==> src/rtl/uart_rx_monitor.sv <==
// UART receiver: 2-flop synchronizer, mid-bit sampling FSM, show-ahead byte FIFO with valid/ready.
// Optional feature macro: UART_RX_MONITOR_PARITY_EN (even parity bit between bit 7 and stop).
//
// state     | meaning
// ----------+-----------------------------------------------------------
// IDLE      | line idle, waiting for rxs low while enabled
// START     | half-bit wait, confirm start bit (rxs high = false start)
// DATA      | eight samples one bit time apart, LSB first
// PARITY    | even parity sample (only with UART_RX_MONITOR_PARITY_EN)
// STOP      | stop sample: high pushes the byte, low flags frame error
// WAIT_HIGH | after bad stop, hold until the line returns high
module uart_rx_monitor #(
  parameter int unsigned ClkFreq   = 30_000_000,
  parameter int unsigned BaudRate  = 921_600,
  parameter int unsigned FifoDepth = 16
) (
  input  logic                             clk_i,
  input  logic                             rst_ni,
  input  logic                             rx_i,
  input  logic                             enable_i,
  output logic [7:0]                       byte_o,
  output logic                             valid_o,
  input  logic                             ready_i,
  output logic                             frame_err_o,
  output logic                             overflow_o,
  output logic [$clog2(FifoDepth+1)-1:0]   level_o,
  output logic                             busy_o
);

  localparam int unsigned C    = ClkFreq / BaudRate;
  localparam int unsigned H    = C / 2;
  localparam int unsigned CntW = $clog2(C);
  localparam int unsigned AW   = $clog2(FifoDepth);
  localparam int unsigned LW   = $clog2(FifoDepth + 1);

  // Counters are loaded one short because the load cycle itself counts as a wait cycle.
  localparam logic [CntW-1:0] CntFull = CntW'(C - 1);
  localparam logic [CntW-1:0] CntHalf = CntW'(H - 1);

`ifdef UART_RX_MONITOR_PARITY_EN
  typedef enum logic [2:0] {
    IDLE, START, DATA, PARITY, STOP, WAIT_HIGH
  } state_e;
`else
  typedef enum logic [2:0] {
    IDLE, START, DATA, STOP, WAIT_HIGH
  } state_e;
`endif

  state_e          state_q, state_d;
  logic [CntW-1:0] cnt_q, cnt_d;
  logic [2:0]      bit_q, bit_d;
  logic [7:0]      shift_q, shift_d;
  logic            rx_meta_q, rxs;
  logic            tick;
  logic            push;
  logic            err_d, err_q;
  logic            ovf_q;
`ifdef UART_RX_MONITOR_PARITY_EN
  logic            par_bad_q, par_bad_d;
`endif

  always_ff @(posedge clk_i or negedge rst_ni) begin
    if (!rst_ni) begin
      rx_meta_q <= 1'b1;
      rxs       <= 1'b1;
    end else begin
      rx_meta_q <= rx_i;
      rxs       <= rx_meta_q;
    end
  end

  always_ff @(posedge clk_i or negedge rst_ni) begin
    if (!rst_ni) begin
      state_q   <= IDLE;
      cnt_q     <= '0;
      bit_q     <= '0;
      shift_q   <= '0;
      err_q     <= 1'b0;
`ifdef UART_RX_MONITOR_PARITY_EN
      par_bad_q <= 1'b0;
`endif
    end else begin
      state_q   <= state_d;
      cnt_q     <= cnt_d;
      bit_q     <= bit_d;
      shift_q   <= shift_d;
      err_q     <= err_d;
`ifdef UART_RX_MONITOR_PARITY_EN
      par_bad_q <= par_bad_d;
`endif
    end
  end

  always_comb begin
    state_d   = state_q;
    cnt_d     = cnt_q;
    bit_d     = bit_q;
    shift_d   = shift_q;
    push      = 1'b0;
    err_d     = 1'b0;
`ifdef UART_RX_MONITOR_PARITY_EN
    par_bad_d = par_bad_q;
`endif
    tick = (cnt_q == '0);
    if (!tick) cnt_d = cnt_q - CntW'(1);

    case (state_q)
      IDLE: begin
        if (!rxs) begin
          state_d   = START;
          cnt_d     = CntHalf;
`ifdef UART_RX_MONITOR_PARITY_EN
          par_bad_d = 1'b0;
`endif
        end
      end
      START: begin
        if (tick) begin
          if (rxs) begin
            state_d = IDLE;
          end else begin
            state_d = DATA;
            cnt_d   = CntFull;
            bit_d   = '0;
          end
        end
      end
      DATA: begin
        if (tick) begin
          shift_d = {rxs, shift_q[7:1]};
          cnt_d   = CntFull;
          bit_d   = bit_q + 3'd1;
          if (bit_q == 3'd7) begin
`ifdef UART_RX_MONITOR_PARITY_EN
            state_d = PARITY;
`else
            state_d = STOP;
`endif
          end
        end
      end
`ifdef UART_RX_MONITOR_PARITY_EN
      PARITY: begin
        if (tick) begin
          par_bad_d = rxs ^ (^shift_q);
          err_d     = par_bad_d;
          cnt_d     = CntFull;
          state_d   = STOP;
        end
      end
`endif
      STOP: begin
        if (tick) begin
          if (rxs) begin
`ifdef UART_RX_MONITOR_PARITY_EN
            push = !par_bad_q;
`else
            push = 1'b1;
`endif
            state_d = IDLE;
          end else begin
            err_d   = 1'b1;
            state_d = WAIT_HIGH;
          end
        end
      end
      WAIT_HIGH: begin
        if (rxs) state_d = IDLE;
      end
      default: state_d = IDLE;
    endcase

    // Disabling abandons the frame silently; the FIFO is left alone.
    if (!enable_i) begin
      state_d = IDLE;
      push    = 1'b0;
      err_d   = 1'b0;
    end
  end

  logic [7:0]    mem_q [FifoDepth];
  logic [AW-1:0] wr_ptr_q, rd_ptr_q;
  logic [LW-1:0] level_q;
  logic          full, empty, pop, do_push;

  assign full    = (level_q == LW'(FifoDepth));
  assign empty   = (level_q == '0);
  assign pop     = ready_i && !empty;
  // A full FIFO still accepts a push when the head leaves in the same cycle.
  assign do_push = push && (!full || pop);

  always_ff @(posedge clk_i) begin
    if (do_push) mem_q[wr_ptr_q] <= shift_q;
  end

  always_ff @(posedge clk_i or negedge rst_ni) begin
    if (!rst_ni) begin
      wr_ptr_q <= '0;
      rd_ptr_q <= '0;
      level_q  <= '0;
      ovf_q    <= 1'b0;
    end else begin
      ovf_q <= push && !do_push;
      if (do_push) wr_ptr_q <= wr_ptr_q + AW'(1);
      if (pop)     rd_ptr_q <= rd_ptr_q + AW'(1);
      case ({do_push, pop})
        2'b10:   level_q <= level_q + LW'(1);
        2'b01:   level_q <= level_q - LW'(1);
        default: level_q <= level_q;
      endcase
    end
  end

  assign byte_o      = empty ? 8'h00 : mem_q[rd_ptr_q];
  assign valid_o     = !empty;
  assign level_o     = level_q;
  assign frame_err_o = err_q;
  assign overflow_o  = ovf_q;
  assign busy_o      = (state_q != IDLE);

endmodule

==> config.mk <==
export PLATFORM = sky130hd
export DESIGN_NAME = uart_rx_monitor
export DESIGN_NICKNAME = d
export VERILOG_FILES = /design/src/rtl/uart_rx_monitor.sv
export SDC_FILE = /design/constraint.sdc
export NUM_CORES = 1
export LEC_CHECK = 0
export CORE_ASPECT_RATIO = 0.7
export CORE_MARGIN = 2
export CORE_UTILIZATION = 41
export DETAILED_ROUTE_END_ITERATION = 7
export PLACE_DENSITY = 0.59
export SYNTH_ARGS = -nofsm -noshare
export SYNTH_HDL_FRONTEND = slang
export SYNTH_SLANG_ARGS = --single-unit
==> constraint.sdc <==
create_clock -name clk_i -period 2.84 [get_ports clk_i]
set_input_delay 0.568 -clock clk_i [delete_from_list [all_inputs] [get_ports clk_i]]
set_output_delay 0.568 -clock clk_i [all_outputs]
set_load 0.05 [all_outputs]
==> results.txt, run 1 <==
----------------------------------------------------
[GRT]
  Maximum number of pins on one net before global-route repair ... 37
  Global-route wire length before repair ... about 21000 um
  Number of global-route vias before repair ... 3700
  Final global-route overflow total ... 0
  Antenna violations before repair ... 0
  Tot GR Track Use ... 17.0%

[Critical path]
  Kind of end point of the critical path ... output pin
  Register-to-register setup slack ... ~0.24 ns
  Top fanout value on the critical path ... 13
  RR Endpoint ... level_o[4]
  R2R depth ... 9
  Launch point of the worst reg-to-reg path ... level_o[2]
  Crit path arrival time ... about 2.2 ns
  Critical path launch point type ... register
  Setup Crit Path Kind ... register to output pin
  Required time reported for the critical path endpoint ... about 2.3 ns

[Synth]
  Warnings, synthesis ... 0
  Async SR Flop Fraction ... between 20% and 30%
  Synth area leaders ... sky130_fd_sc_hd__edfxtp_1 58%, sky130_fd_sc_hd__dfrtp_1 13%, sky130_fd_sc_hd__mux4_2 11%, sky130_fd_sc_hd__ha_1 2.3%, sky130_fd_sc_hd__a22oi_1 2.1%
  Synthesized cell area ... between 6000 and 7000 um2
  Cell accounting for the most synthesized area ... sky130_fd_sc_hd__edfxtp_1
  Mean instance size in the synthesized netlist ... about 17 um2
  Count of cell types in the netlist ... 43
  Post-synth EDFFs ... roughly 130
  Most used flip-flop cell after synthesis ... sky130_fd_sc_hd__edfxtp_1
  Net count after synthesis ... 412
  Most repeated cell in the gate-level netlist after synthesis ... sky130_fd_sc_hd__edfxtp_1
  Top cells by instance count after synthesis ... 128 x sky130_fd_sc_hd__edfxtp_1, 34 x sky130_fd_sc_hd__dfrtp_1, 34 x sky130_fd_sc_hd__nand2_1, 32 x sky130_fd_sc_hd__mux4_2, 24 x sky130_fd_sc_hd__nor2_1
  Proportion of synthesized chip area in sequential cells ... approximately 70%
  Count of mapped cells out of synthesis ... 394
  Share of Yosys cell area claimed by the top area cell type ... 57.6%
  Post-synthesis sequential element count ... about 160

[Timing]
  Slew Viols, Final ... 0
  Measured slew at the worst slew-check pin ... just over 0.8 ns
  Final critical-path required period ... around 2.8 ns
  Max transition margin ... 45.3%
  Tcrit/Tclk final ... roughly 98%
  Setup skew after layout ... between 0.01 and 0.015 ns
  Setup-failing EPs final ... 0
  Max frequency ... between 300 and 400 MHz
  Setup repair after global routing missed its margin ... true
  Final-report hold violation count ... 0

[Status]
  Run status ... complete, no violations

[Detailed routing]
  Post-DR vias/cell ... 5.34
  Detailed-route via count ... roughly 3600
  Wire length after detailed routing ... 13700 um
  DR DRC count ... 0
  Mean routed wirelength per cell ... roughly 20 um
  Detail Route Antenna Nets ... 0
  Drt pass-1 iters ... 5
  Detailed router's first-iteration violation count ... roughly 320

[Power and ir drop]
  VDD IR-drop max ... around 0.63 mV
  Static Leak ... around 2.8 nW
  Total chip power ... 7.67 mW
  Ratio of total power to cell area ... 944 nW/um2

[CTS]
  Number of H-tree levels ... 4
  Master cell of the clock root buffer ... sky130_fd_sc_hd__clkbuf_16
  Clk Latency, worst-skew pair ... between 0.4 and 0.5 ns
  Number of buffers on the longest clock path ... 2
  CTS sink cnt ... ~160
  CTS clock-pin slew for the worst setup and hold paths ... 0.06 ns
  Cts hold-fix bufs ... 0
  TritonCTS clock tree ... built
  Cts bufs inserted ... 17

[Floorplanning]
  Die boundary width ... 156 um
  Overall die height ... ~110 um
  Number of top-level pins ... 22
  Cell row count ... 38
  Starting utilization of the core area ... a little over two fifths
  Core area ... between 15000 and 20000 um2
  Die area ... approximately 17000 um2

[Layout]
  Post-route cell area ... between 8000 and 9000 um2
  Layout cells sized above 1 ... 28.1%
  Antenna diode count ... 0
  Net count of the finished layout ... 478
  Layout overhead on the synthesized area ... 21.8%
  Final-layout fill cell count ... 1244

[Worst hold path]
  Hold/Removal Path Class ... input pin to async pin

[Placement]
  Port Buffers ... 21
  Placed inst area ... around 7400 um2
  Gp weighted congestion ... 0.792
  Post-DP HPWL ... around 8800 um

[Flow run]
  Number of max-cap violations ... 0

----------------------------------------------------
[cells by family after synthesis]
kind of cell             Yosys count  share of synthesized area [%]
buffers and inverters             27                           1.63
flip-flops                       164                           71.1
AO/OA/AOI/OAI                     51                           5.10
AND/OR/NAND/NOR                   89                           6.24
multiplexers                      38                           11.8
adder cells (fa/ha/maj)           13                           2.55
XOR/XNOR                          12                           1.58
[registers in the layout, indices dropped and copies added (netlist names)]
name and cells:
rxs 1, cnt_q 5, overflow_o 1, rd_ptr_q 4
level_o 5, shift_q 8, mem_q 128, state_q 3
rx_meta_q 1, bit_q 3, frame_err_o 1, wr_ptr_q 4
[final cells by class]
cell class | instances | area, um2 | share of cell area, %
Clock buffer | 23 | 458 | 5.63
Clock inverter | 9 | 81.3 | 1.00
Inverter | 8 | 30.0 | 0.369
Multi-Input combinational cell | 203 | 1870 | 23.0
Sequential cell | 164 | 4750 | 58.4
Tap cell | 200 | 250 | 3.08
Timing Repair Buffer | 66 | 691 | 8.49
[layer usage]
metal | GRT usage (%) | routed length [um] | vias to the layer above
met2 | 24.6 | 6330 | 120
li1 | - | - | 1666
met5 | 0 | 0 | -
met4 | 5.08 | 122 | 0
met1 | 24.8 | 5990 | 1795
met3 | 5.39 | 1290 | 10
[critical path, cell delays in order (launching register included)]
cell	delay [ns]
sky130_fd_sc_hd__dfrtp_2	0.40
sky130_fd_sc_hd__buf_12	0.17
sky130_fd_sc_hd__buf_4	0.12
sky130_fd_sc_hd__mux4_2	0.52
sky130_fd_sc_hd__a22oi_1	0.29
sky130_fd_sc_hd__a21oi_2	0.13
sky130_fd_sc_hd__buf_12	0.16
[power by group]
part           internal, mW  switching [mW]  leakage (nW)
Clock                  1.22           0.882         0.265
Sequential             2.65           0.123          1.53
Combinational          1.35            1.44          1.04
Total                  5.23            2.45          2.83
[cells in the final DEF (no fill, tap or decap), drive strengths merged, types with 7 or more instances in the layout]
| master | instances |
|---|---|
| a21oi | 14 |
| a22oi | 19 |
| buf | 54 |
| clkbuf | 23 |
| clkdlybuf4s50 | 11 |
| dfrtp | 34 |
| edfxtp | 128 |
| ha | 12 |
| inv | 9 |
| mux4 | 32 |
| nand2 | 34 |
| nor2 | 24 |
| o21ai | 7 |
| xnor2 | 11 |
[metrics by stage]
| step | util [%] | cells | hold WS [ns] | setup TNS (ns) | setup WS, ns |
|---|---|---|---|---|---|
| 6_report | 51.8 | 673 | 0.237 | 0 | 0.0554 |
| 3_3_place_gp | 47.2 | 630 | 0.347 | 0 | 0.0397 |
| 3_5_place_dp | 47.2 | 630 | 0.352 | -0.0640 | -0.0109 |
| 5_1_grt | 51.8 | 673 | 0.303 | -0.0659 | -0.0395 |
| 2_1_floorplan | - | 394 | 0.272 | 0 | 0.0408 |
| 4_1_cts | 51.2 | 666 | 0.264 | 0 | 0.0139 |
[how the worst max path moves through the flow]
| stage | start | endpoint | slack, ns | cells after the start |
|---|---|---|---|---|
| after CTS | rd_ptr_q[0] | byte_o[7] | 0.01 | 6 |
| after global routing | rd_ptr_q[0] | byte_o[5] | -0.04 | 6 |
| final | rd_ptr_q[0] | byte_o[5] | 0.06 | 6 |
| after detailed placement | enable_i | mem_q[3][2] | -0.01 | 8 |
| after global placement | enable_i | level_o[4] | 0.04 | 10 |
| after floorplan | level_o[2] | level_o[4] | 0.04 | 9 |
[timing repair]
action | CTS | global route
gates cloned | 1 | 0
setup buffers | 3 | 7
gates resized for setup | 5 | 10
setup endpoints to repair | 7 | 130
No activity file was read; power rests on OpenSTA's default activity.
==> run 2: changes to the inputs <==
--- a/config.mk
+++ b/config.mk
@@ -7,9 +7,10 @@
 export LEC_CHECK = 0
 export CORE_ASPECT_RATIO = 0.7
 export CORE_MARGIN = 2
-export CORE_UTILIZATION = 41
+export CORE_UTILIZATION = 55
 export DETAILED_ROUTE_END_ITERATION = 7
-export PLACE_DENSITY = 0.59
+export MAX_ROUTING_LAYER = met4
+export PLACE_DENSITY = 0.76
 export SYNTH_ARGS = -nofsm -noshare
 export SYNTH_HDL_FRONTEND = slang
 export SYNTH_SLANG_ARGS = --single-unit
==> results.txt, run 2 (same netlist as run 1, synthesis figures left out) <==
----------------------------------------------------
[Timing]
  Final critical-path required period ... 2.74 ns (-0.0494 ns)
  Max transition margin ... 48.1% (+2.8 points)
  Setup-failing EPs final ... 0 (unchanged)
  Measured slew at the worst slew-check pin ... 0.778 ns (-0.0416 ns)
  Final-report hold violation count ... 0 (unchanged)
  Setup repair after global routing missed its margin ... true
  Worst slack on hold paths ... 0.225 ns (-0.0120 ns)
  Max frequency ... 366 MHz (+1.8%)
  Setup skew after layout ... 0.00875 ns (-0.00540 ns)
  Fin Setup TNS ... 0 ns (unchanged)
  Tcrit/Tclk final ... 96.3% (-1.7 points)
  Slew Viols, Final ... 0 (unchanged)

[CTS]
  CTS clock-pin slew for the worst setup and hold paths ... 0.06 ns (about the same)
  Clk Latency, worst-skew pair ... 0.42 ns (about the same)
  Cts bufs inserted ... 17 (unchanged)
  Number of buffers on the longest clock path ... 2 (unchanged)
  Number of H-tree levels ... 4 (unchanged)
  Cts hold-fix bufs ... 0 (unchanged)
  CTS sink cnt ... 164 (unchanged)
  Post-cts sizing count ... 0 (-5)
  Post-CTS Repair Setup Buffers ... 0 (-3)
  Master cell of the clock root buffer ... sky130_fd_sc_hd__clkbuf_16
  TritonCTS clock tree ... built

[Power and ir drop]
  Part of the power in registers ... 36.7% (+0.5 points)
  Static Leak ... 2.74 nW (-3.3%)
  Cell Int Power ... 5.11 mW (-2.2%)
  Switching portion of total power ... 32.2% (+0.31 points)
  Ratio of total power to cell area ... 953 nW/um2 (+0.97%)
  Total chip power ... 7.54 mW (-1.8%)
  VDD IR-drop max ... 0.664 mV (+5.2%)
  Logic pwr share ... 33.7% (-2.7 points)
  Switching Power ... 2.43 mW (-0.82%)
  Part of the total power dissipated in the clock network ... 29.6% (+2.1 points)

[Detailed routing]
  Detailed router's first-iteration violation count ... 426 (+32%)
  Mean routed wirelength per cell ... 20.7 um (+1.2%)
  Post-DR vias/cell ... 5.89 (+10%)
  Wire length after detailed routing ... 12700 um (-7.7%)
  Drt pass-1 iters ... 5 (unchanged)
  Detailed-route via count ... 3614 (+0.64%)
  DR DRC count ... 0 (unchanged)
  Detail Route Antenna Nets ... 0 (unchanged)

[Layout]
  Antenna diode count ... 0 (unchanged)
  Net count of the finished layout ... 462 (-3.3%)
  Top Registers ... mem_q: 128 flops, shift_q: 8 flops
  Post-route cell area ... 7910 um2 (-2.7%)
  Max reg flops ... 128 (unchanged)
  Commonest non-fill, non-tap cell in the layout ... sky130_fd_sc_hd__edfxtp_1
  Top register by number of flip-flops ... mem_q
  Layout overhead on the synthesized area ... 18.5%
  Layout cells sized above 1 ... 24.1% (-4.0 points)
  Most used cells in the layout excluding fill and tap cells ... 128 x sky130_fd_sc_hd__edfxtp_1, 34 x sky130_fd_sc_hd__nand2_1, 33 x sky130_fd_sc_hd__dfrtp_1

[Floorplanning]
  Cell row count ... 33 (-13%)
  Starting utilization of the core area ... 56.7% (+14 points)
  Core area ... 11800 um2 (-25%)
  Overall die height ... 96.2 um (-13%)
  Number of top-level pins ... 22 (unchanged)
  Die area ... 13000 um2 (-25%)
  Die boundary width ... 136 um (-13%)

[Critical path]
  Critical path launch point type ... register
  Required time reported for the critical path endpoint ... 2.27 ns (about the same)
  Crit path buffers/inverters ... 2 (-1)
  Register-to-register setup slack ... 0.14 ns (-0.10 ns)
  R2R depth ... 11 (+2)
  CP startpoint ... rd_ptr_q[0]
  Delay of the slowest cell on the worst path ... 0.58 ns (+0.06 ns)
  Crit path arrival time ... 2.17 ns (-0.05 ns)
  Setup Crit Path Kind ... register to output pin
  Kind of end point of the critical path ... output pin
  Launch point of the worst reg-to-reg path ... cnt_q[0]
  Cell-by-cell trace of the critical path ... buf_4, mux4_2, a22oi_1, a21oi_1, buf_12
  RR Endpoint ... level_o[4]
  Slowest cell on crit path ... sky130_fd_sc_hd__mux4_2
  Worst path top cell family by delay ... multiplexers
  Top fanout value on the critical path ... 10 (-3)

[Status]
  Run status ... complete, no violations

[GRT]
  Tot GR Track Use ... 22.6% (+5.6 points)
  Number of global-route vias before repair ... 3675 (-0.68%)
  Global-route wire length before repair ... 20400 um (-5.2%)
  Maximum number of pins on one net before global-route repair ... 37 (unchanged)
  Final global-route overflow total ... 0 (unchanged)
  Antenna violations before repair ... 0 (unchanged)

[Placement]
  Post-DP HPWL ... 8220 um (-7.0%)
  Port Buffers ... 21 (unchanged)
  Gp weighted congestion ... 0.789 (-0.32%)
  Placed inst area ... 7320 um2 (-1.2%)

[Flow run]
  Number of max-cap violations ... 0 (unchanged)

[Worst hold path]
  Hold/Removal Path Class ... input pin to async pin

----------------------------------------------------
[run 2: metrics by stage]
step                      cells  utilization (%)  setup slack (ns)
after floorplan             394                -            0.0408
final                       614             67.2             0.105
after global placement      582             62.2            0.0562
after global routing        614             67.2          -0.00838
after detailed placement    582             62.2         -0.000273
after CTS                   614             67.1            0.0291
[run 2: power by group through the flow]
stage / Sequential (mW) / Combinational (mW) / Clock (mW)
after detailed placement: 2.81 / 2.54 / 0
after global placement: 2.80 / 2.50 / 0
final: 2.77 / 2.54 / 2.23
after floorplan: 2.91 / 1.42 / 0
after global routing: 2.78 / 2.69 / 2.37
after CTS: 2.76 / 2.55 / 2.28
[run 2: worst max-delay path by stage]
stage                      end  depth (start not counted)
finish               byte_o[0]                          5
global route         byte_o[0]                          5
CTS                 level_o[4]                         11
detailed placement  level_o[4]                         10
global placement    level_o[4]                         10
floorplan           level_o[4]                          9
[run 2: layout make-up]
type                       count  area, um2
clock inverter                14        151
inverter                       8       30.0
clock buffer                  18        429
timing repair buffer          50        526
fill                         787       3860
multi-input combinational    203       1830
sequential                   164       4750
tap                          157        196
[run 2: layer usage]
metal / wire length (um) / track usage (%) / vias up / share of wire (%)
li1: - / - / 1627 / -
met3: 662 / 4.74 / 14 / 5.2
met1: 5600 / 30.0 / 1871 / 44
met4: 137 / 7.03 / 0 / 1.1
met5: 0 / - / - / 0
met2: 6280 / 36.1 / 102 / 50
